File: config.mk
export PLATFORM = sky130hd
export DESIGN_NAME = merge_sched
export DESIGN_NICKNAME = d
export VERILOG_FILES = /design/src/rtl/merge_sched.sv
export SDC_FILE = /design/constraint.sdc
export NUM_CORES = 1
export LEC_CHECK = 0
export ABC_AREA = 1
export CAP_MARGIN = 10
export CORE_MARGIN = 2
export CORE_UTILIZATION = 44
export CTS_CLUSTER_DIAMETER = 80
export DETAILED_ROUTE_END_ITERATION = 8
export HOLD_SLACK_MARGIN = 0.12
export PLACE_DENSITY_LB_ADDON = 0.08
export SLEW_MARGIN = 25
export SYNTH_ARGS = -nofsm -noshare
export SYNTH_HDL_FRONTEND = slang
export SYNTH_SLANG_ARGS = --single-unit
File: constraint.sdc
create_clock -name clk -period 7.95 [get_ports clk]
set_input_delay 0.795 -clock clk [delete_from_list [all_inputs] [get_ports clk]]
set_output_delay 0.795 -clock clk [all_outputs]
set_load 0.03 [all_outputs]
File: src/rtl/merge_sched.sv
// merge_sched: orders 3x3 psum, 1x1 psum and optional identity words per
// pixel onto one registered valid/ready stream feeding map_merger.
//
// Ports:
//   clk, rst               clock, asynchronous active-high reset
//   cfg_start              one-cycle pulse that begins a layer
//   cfg_pix_num            pixels in the layer (sampled on cfg_start)
//   cfg_id_en              1 = add an identity word per pixel (sampled on cfg_start)
//   busy, done             layer in progress / one-cycle completion pulse
//   c3_*, c1_*, id_*       source streams (data, vld in; rdy out)
//   mm_data/tag/last/vld   registered output stream to map_merger
//   mm_rdy                 map_merger ready
module merge_sched #(
    parameter int DW = 64,
    parameter int CW = 16
) (
    input  logic          clk,
    input  logic          rst,
    input  logic          cfg_start,
    input  logic [CW-1:0] cfg_pix_num,
    input  logic          cfg_id_en,
    output logic          busy,
    output logic          done,
    input  logic [DW-1:0] c3_data,
    input  logic          c3_vld,
    output logic          c3_rdy,
    input  logic [DW-1:0] c1_data,
    input  logic          c1_vld,
    output logic          c1_rdy,
    input  logic [DW-1:0] id_data,
    input  logic          id_vld,
    output logic          id_rdy,
    output logic [DW-1:0] mm_data,
    output logic [1:0]    mm_tag,
    output logic          mm_last,
    output logic          mm_vld,
    input  logic          mm_rdy
);

    typedef enum logic [2:0] {
        IDLE = 3'd0,
        S3   = 3'd1,
        S1   = 3'd2,
        SID  = 3'd3,
        FIN  = 3'd4
    } state_t;

    localparam logic [1:0] TAG_C3 = 2'd0;
    localparam logic [1:0] TAG_C1 = 2'd1;
    localparam logic [1:0] TAG_ID = 2'd2;

    state_t        state_q;
    logic [CW-1:0] pix_q;
    logic [CW-1:0] cnt_q;
    logic [CW-1:0] cnt_d;
    logic          id_en_q;
    logic [DW-1:0] data_q;
    logic [1:0]    tag_q;
    logic          last_q;
    logic          vld_q;
    logic          done_q;

    logic          free;
    logic          xfer;
    logic          pix_end;
    logic [DW-1:0] src_data;
    logic [1:0]    src_tag;
    logic          src_last;

    // Output register can take a new word when empty or emptying now.
    assign free   = !vld_q || mm_rdy;
    assign c3_rdy = (state_q == S3) && free;
    assign c1_rdy = (state_q == S1) && free;
    assign id_rdy = (state_q == SID) && free;

    // Source mux: only the source owned by the current state can transfer.
    always_comb begin
        xfer     = 1'b0;
        src_data = '0;
        src_tag  = TAG_C3;
        src_last = 1'b0;
        unique case (state_q)
            S3: begin
                xfer     = c3_vld && c3_rdy;
                src_data = c3_data;
            end
            S1: begin
                xfer     = c1_vld && c1_rdy;
                src_data = c1_data;
                src_tag  = TAG_C1;
                src_last = !id_en_q;
            end
            SID: begin
                xfer     = id_vld && id_rdy;
                src_data = id_data;
                src_tag  = TAG_ID;
                src_last = 1'b1;
            end
            default: ;
        endcase
    end

    // The word flagged last is exactly the one that closes the pixel.
    assign pix_end = xfer && src_last;
    assign cnt_d   = cnt_q + CW'(1);

    always_ff @(posedge clk or posedge rst) begin
        if (rst) begin
            state_q <= IDLE;
            pix_q   <= '0;
            cnt_q   <= '0;
            id_en_q <= 1'b0;
            data_q  <= '0;
            tag_q   <= TAG_C3;
            last_q  <= 1'b0;
            vld_q   <= 1'b0;
            done_q  <= 1'b0;
        end else begin
            done_q <= 1'b0;

            if (xfer) begin
                data_q <= src_data;
                tag_q  <= src_tag;
                last_q <= src_last;
                vld_q  <= 1'b1;
            end else if (vld_q && mm_rdy) begin
                vld_q <= 1'b0;
            end

            unique case (state_q)
                IDLE: begin
                    if (cfg_start) begin
                        pix_q   <= cfg_pix_num;
                        id_en_q <= cfg_id_en;
                        cnt_q   <= '0;
                        state_q <= (cfg_pix_num == '0) ? FIN : S3;
                    end
                end
                S3: begin
                    if (xfer) state_q <= S1;
                end
                S1, SID: begin
                    if (pix_end) begin
                        cnt_q   <= cnt_d;
                        state_q <= (cnt_d == pix_q) ? FIN : S3;
                    end else if (xfer) begin
                        state_q <= SID;
                    end
                end
                FIN: begin
                    // Hold done until the final word has left the register.
                    if (free) begin
                        done_q  <= 1'b1;
                        state_q <= IDLE;
                    end
                end
                default: state_q <= IDLE;
            endcase
        end
    end

    assign busy    = (state_q != IDLE);
    assign done    = done_q;
    assign mm_data = data_q;
    assign mm_tag  = tag_q;
    assign mm_last = last_q;
    assign mm_vld  = vld_q;

endmodule
==> impl_metrics.ini <==
[routing]
routed_via_density = 5.32
drt_pass1_iterations = 6
length_of_routed_wiring_on_met1_um = 8030
top_signal_layer_used = met4
drt_drc_violations_left = 0
detail-route-antenna-nets = 0
wire_length_on_met3_um = 1590
met2_length_um = 9720
finalWirelength_um = 20400
routed_wire_per_std_cell_um = 17.1
vias = 6354
initial_drc_count = 553

[final_layout]
area_growth_syn_to_layout_pct = 59.1
design.final.nets = 1234
final_util_pct = 71.8
combined_area_of_the_multi_input_logic_cells_sq_um = 2750
fillerInstances = 1032
ff_latch_area_sq_um = 2630
post_route_cells_drive_above_1_share_pct = 4.31

[yosys]
synth_flop_cell = sky130_fd_sc_hd__dfrtp_1
yosys.cell_count.top_type = sky130_fd_sc_hd__nand2_1
synth_enable_flop_cells = 0
synthTopCellsByArea = sky130_fd_sc_hd__dfrtp_1, sky130_fd_sc_hd__nand2_1, sky130_fd_sc_hd__a41oi_1
asyncSetResetFlopFracSynth_pct = 100
ys_ff_latch = 105
synth_area_leader_cell = sky130_fd_sc_hd__dfrtp_1
yosys.area.top_type_share_pct = 46.1
post_syn_nets = 968
synthesis.area_sq_um = 5700
seq_area_frac_synth_pct = 46.1
synth_commonest_cells = sky130_fd_sc_hd__nand2_1, sky130_fd_sc_hd__dfrtp_1, sky130_fd_sc_hd__nor2_1
syn_inst = 751
synth_cell_type_count = 29
syn_area_per_cell_sq_um = 7.59
yosys_warnings = 0

[clock_network]
worst_skew_pair.late_latency_ns = 0.35
tritoncts = built
cts_setup_buffers = 0
post_cts_hold_buffer_count = 0
root_buffer = sky130_fd_sc_hd__clkbuf_16
clk_buf_depth = 2
cts_sinks = 105
tritoncts.num_buffers = 9
clkTransAtPathRegs_ns = 0.07
cts-htree-levels = 3
post_cts_resize_count = 0

[power]
peakVddDrop_mv = 0.263
report.power.total_w = 0.00346
static-leakage-power_nw = 3.62
p_per_area_nw_per_um2 = 382

[critical_path]
worstPathCellList = inv_1 > nand2_1 > nor2_4 > buf_4 > inv_1 > nor2_2 > clkdlybuf4s50_1
critPathRequiredTime_ns = 7.15
worst-r2r-cell-count = 10
critical_path_class = flop to output port
startpoint_type = flop
endpoint_of_the_worst_setup_timing_path = c1_rdy
largest_fanout_on_the_critical_path = 65
cp_arrival_ns = 2.63
worst_setup_path_startpoint = state_q[2]
path_common_cell = sky130_fd_sc_hd__inv_1
r2r_end = mm_data[27]
beginning_of_the_worst_register_to_register_path = state_q[2]
reg2reg_setup_slack_ns = 4.67
worst_path_max_delay_cell = sky130_fd_sc_hd__clkdlybuf4s50_1
crit_path_end_kind = output port
crit_path_max_incr_delay_ns = 0.69

[floorplan]
rows = 41
fp.coreArea_sq_um = 12600
initial_utilization_pct = 45.1
die_width_um = 118
dieHeight_um = 118
io_pins = 289
die_area_sq_um = 13900

[status]
run_status = complete, no violations

[sta]
finalHoldViolCount = 0
drv_slew = 0
layout_worst_path_cycle_share_pct = 43.1
worstMarginPinSlew_ns = 0.767
min_period_ns = 3.43
finClkSkew_ns = 0.00788
fin_tns_setup_ns = 0
max_freq_mhz = 292
remaining_max_slew_budget_at_the_tightest_pin_pct = 48.9
setup_violations = 0
unrepaired_setup_endpoints_after_global_routing = false

[run]
cap_viol_max_count = 0

[global_routing]
grt.total_usage_pct = 29.6
number_of_global_route_vias_before_repair = 6266
grt_first_pass_wirelength_um = 32500
grt_overflow = 0
grt_max_degree = 83
antenna_found_initial = 1

[min_path]
min-delay-path-class = flop to flop

[placed_design]
hpwlAfterDp_um = 15300
numPortBuffers = 288
gp_congestion = 0.977
-- metal layers --
metal	GRT usage, %	vias up
li1	-	3058
met1	36.3	2967
met2	48.1	267
met3	7.27	62
met4	15.6	0
met5	0	-
-- flip-flops by register name, indices dropped and copies added (netlist names) --
name     count
mm_last      1
pix_q       16
mm_data     64
state_q      3
cnt_q       16
done         1
id_en_q      1
mm_vld       1
mm_tag       2
-- critical path, delay by kind of cell (launching register included) --
| family | cells | cell delay, ns |
|---|---|---|
| buf+inv | 4 | 1.51 |
| flops | 1 | 0.44 |
| simple gates | 3 | 0.33 |
-- cell usage in the layout, fill, tap and decap left out, drive strengths merged, types with 4 or more instances in the layout --
| cell type | Yosys | final |
|---|---|---|
| nor2 | 102 | 102 |
| bufinv | 0 | 5 |
| nand2 | 293 | 293 |
| nand3b | 4 | 4 |
| mux2 | 7 | 7 |
| nand4 | 16 | 16 |
| dfrtp | 105 | 105 |
| a21oi | 9 | 9 |
| nand3 | 37 | 37 |
| o21ai | 18 | 18 |
| inv | 39 | 39 |
| buf | 20 | 6 |
| nor4 | 6 | 6 |
| a41oi | 64 | 64 |
| o22ai | 7 | 7 |
| clkdlybuf4s50 | 0 | 288 |
| clkbuf | 19 | 9 |
-- power by group --
part,internal [W],switching [W],total (W)
logic,0.000753,0.00117,0.00193
clock network,0.000372,0.000209,0.000581
registers,0.000790,0.000162,0.000951
-- worst min path at each step --
stage | start | to | slack, ns | cells after the start
floorplan | pix_q[14] | pix_q[14] | 0.47 | 2
global placement | mm_last | mm_last | 0.47 | 2
detailed placement | mm_tag[1] | mm_tag[1] | 0.46 | 2
CTS | mm_tag[1] | mm_tag[1] | 0.48 | 2
global route | mm_tag[1] | mm_tag[1] | 0.50 | 2
finish | mm_tag[1] | mm_tag[1] | 0.47 | 2
-- per-stage QoR --
step	setup WS, ns	hold WS, ns	instances	instance area, sq um
after CTS	4.48	0.480	1194	9060
final	4.52	0.472	1195	9070
after global routing	4.24	0.500	1195	9070
after floorplan	4.39	0.475	751	5700
after global placement	4.60	0.466	1178	8670
after detailed placement	4.54	0.465	1178	8670
-- cell families after synthesis --
group / after synthesis / synth area share (%)
AOI/OAI and AO/OA: 99 / 13.1
xor gates and xnor gates: 2 / 0.308
adders and majority gates: 1 / 0.220
buffers and inverters: 78 / 5.78
DFF: 105 / 46.1
muxes: 7 / 1.38
and+or+nand+nor: 459 / 33.1
-- area by class of cell --
class,count,area share [%]
Sequential cell,105,29.0
Timing Repair Buffer,294,32.3
Antenna cell,1,0.0276
Multi-Input combinational cell,568,30.4
Clock inverter,7,1.84
Tap cell,172,2.37
Clock buffer,9,2.48
Inverter,39,1.64
Power figures use the tool's default switching activity.
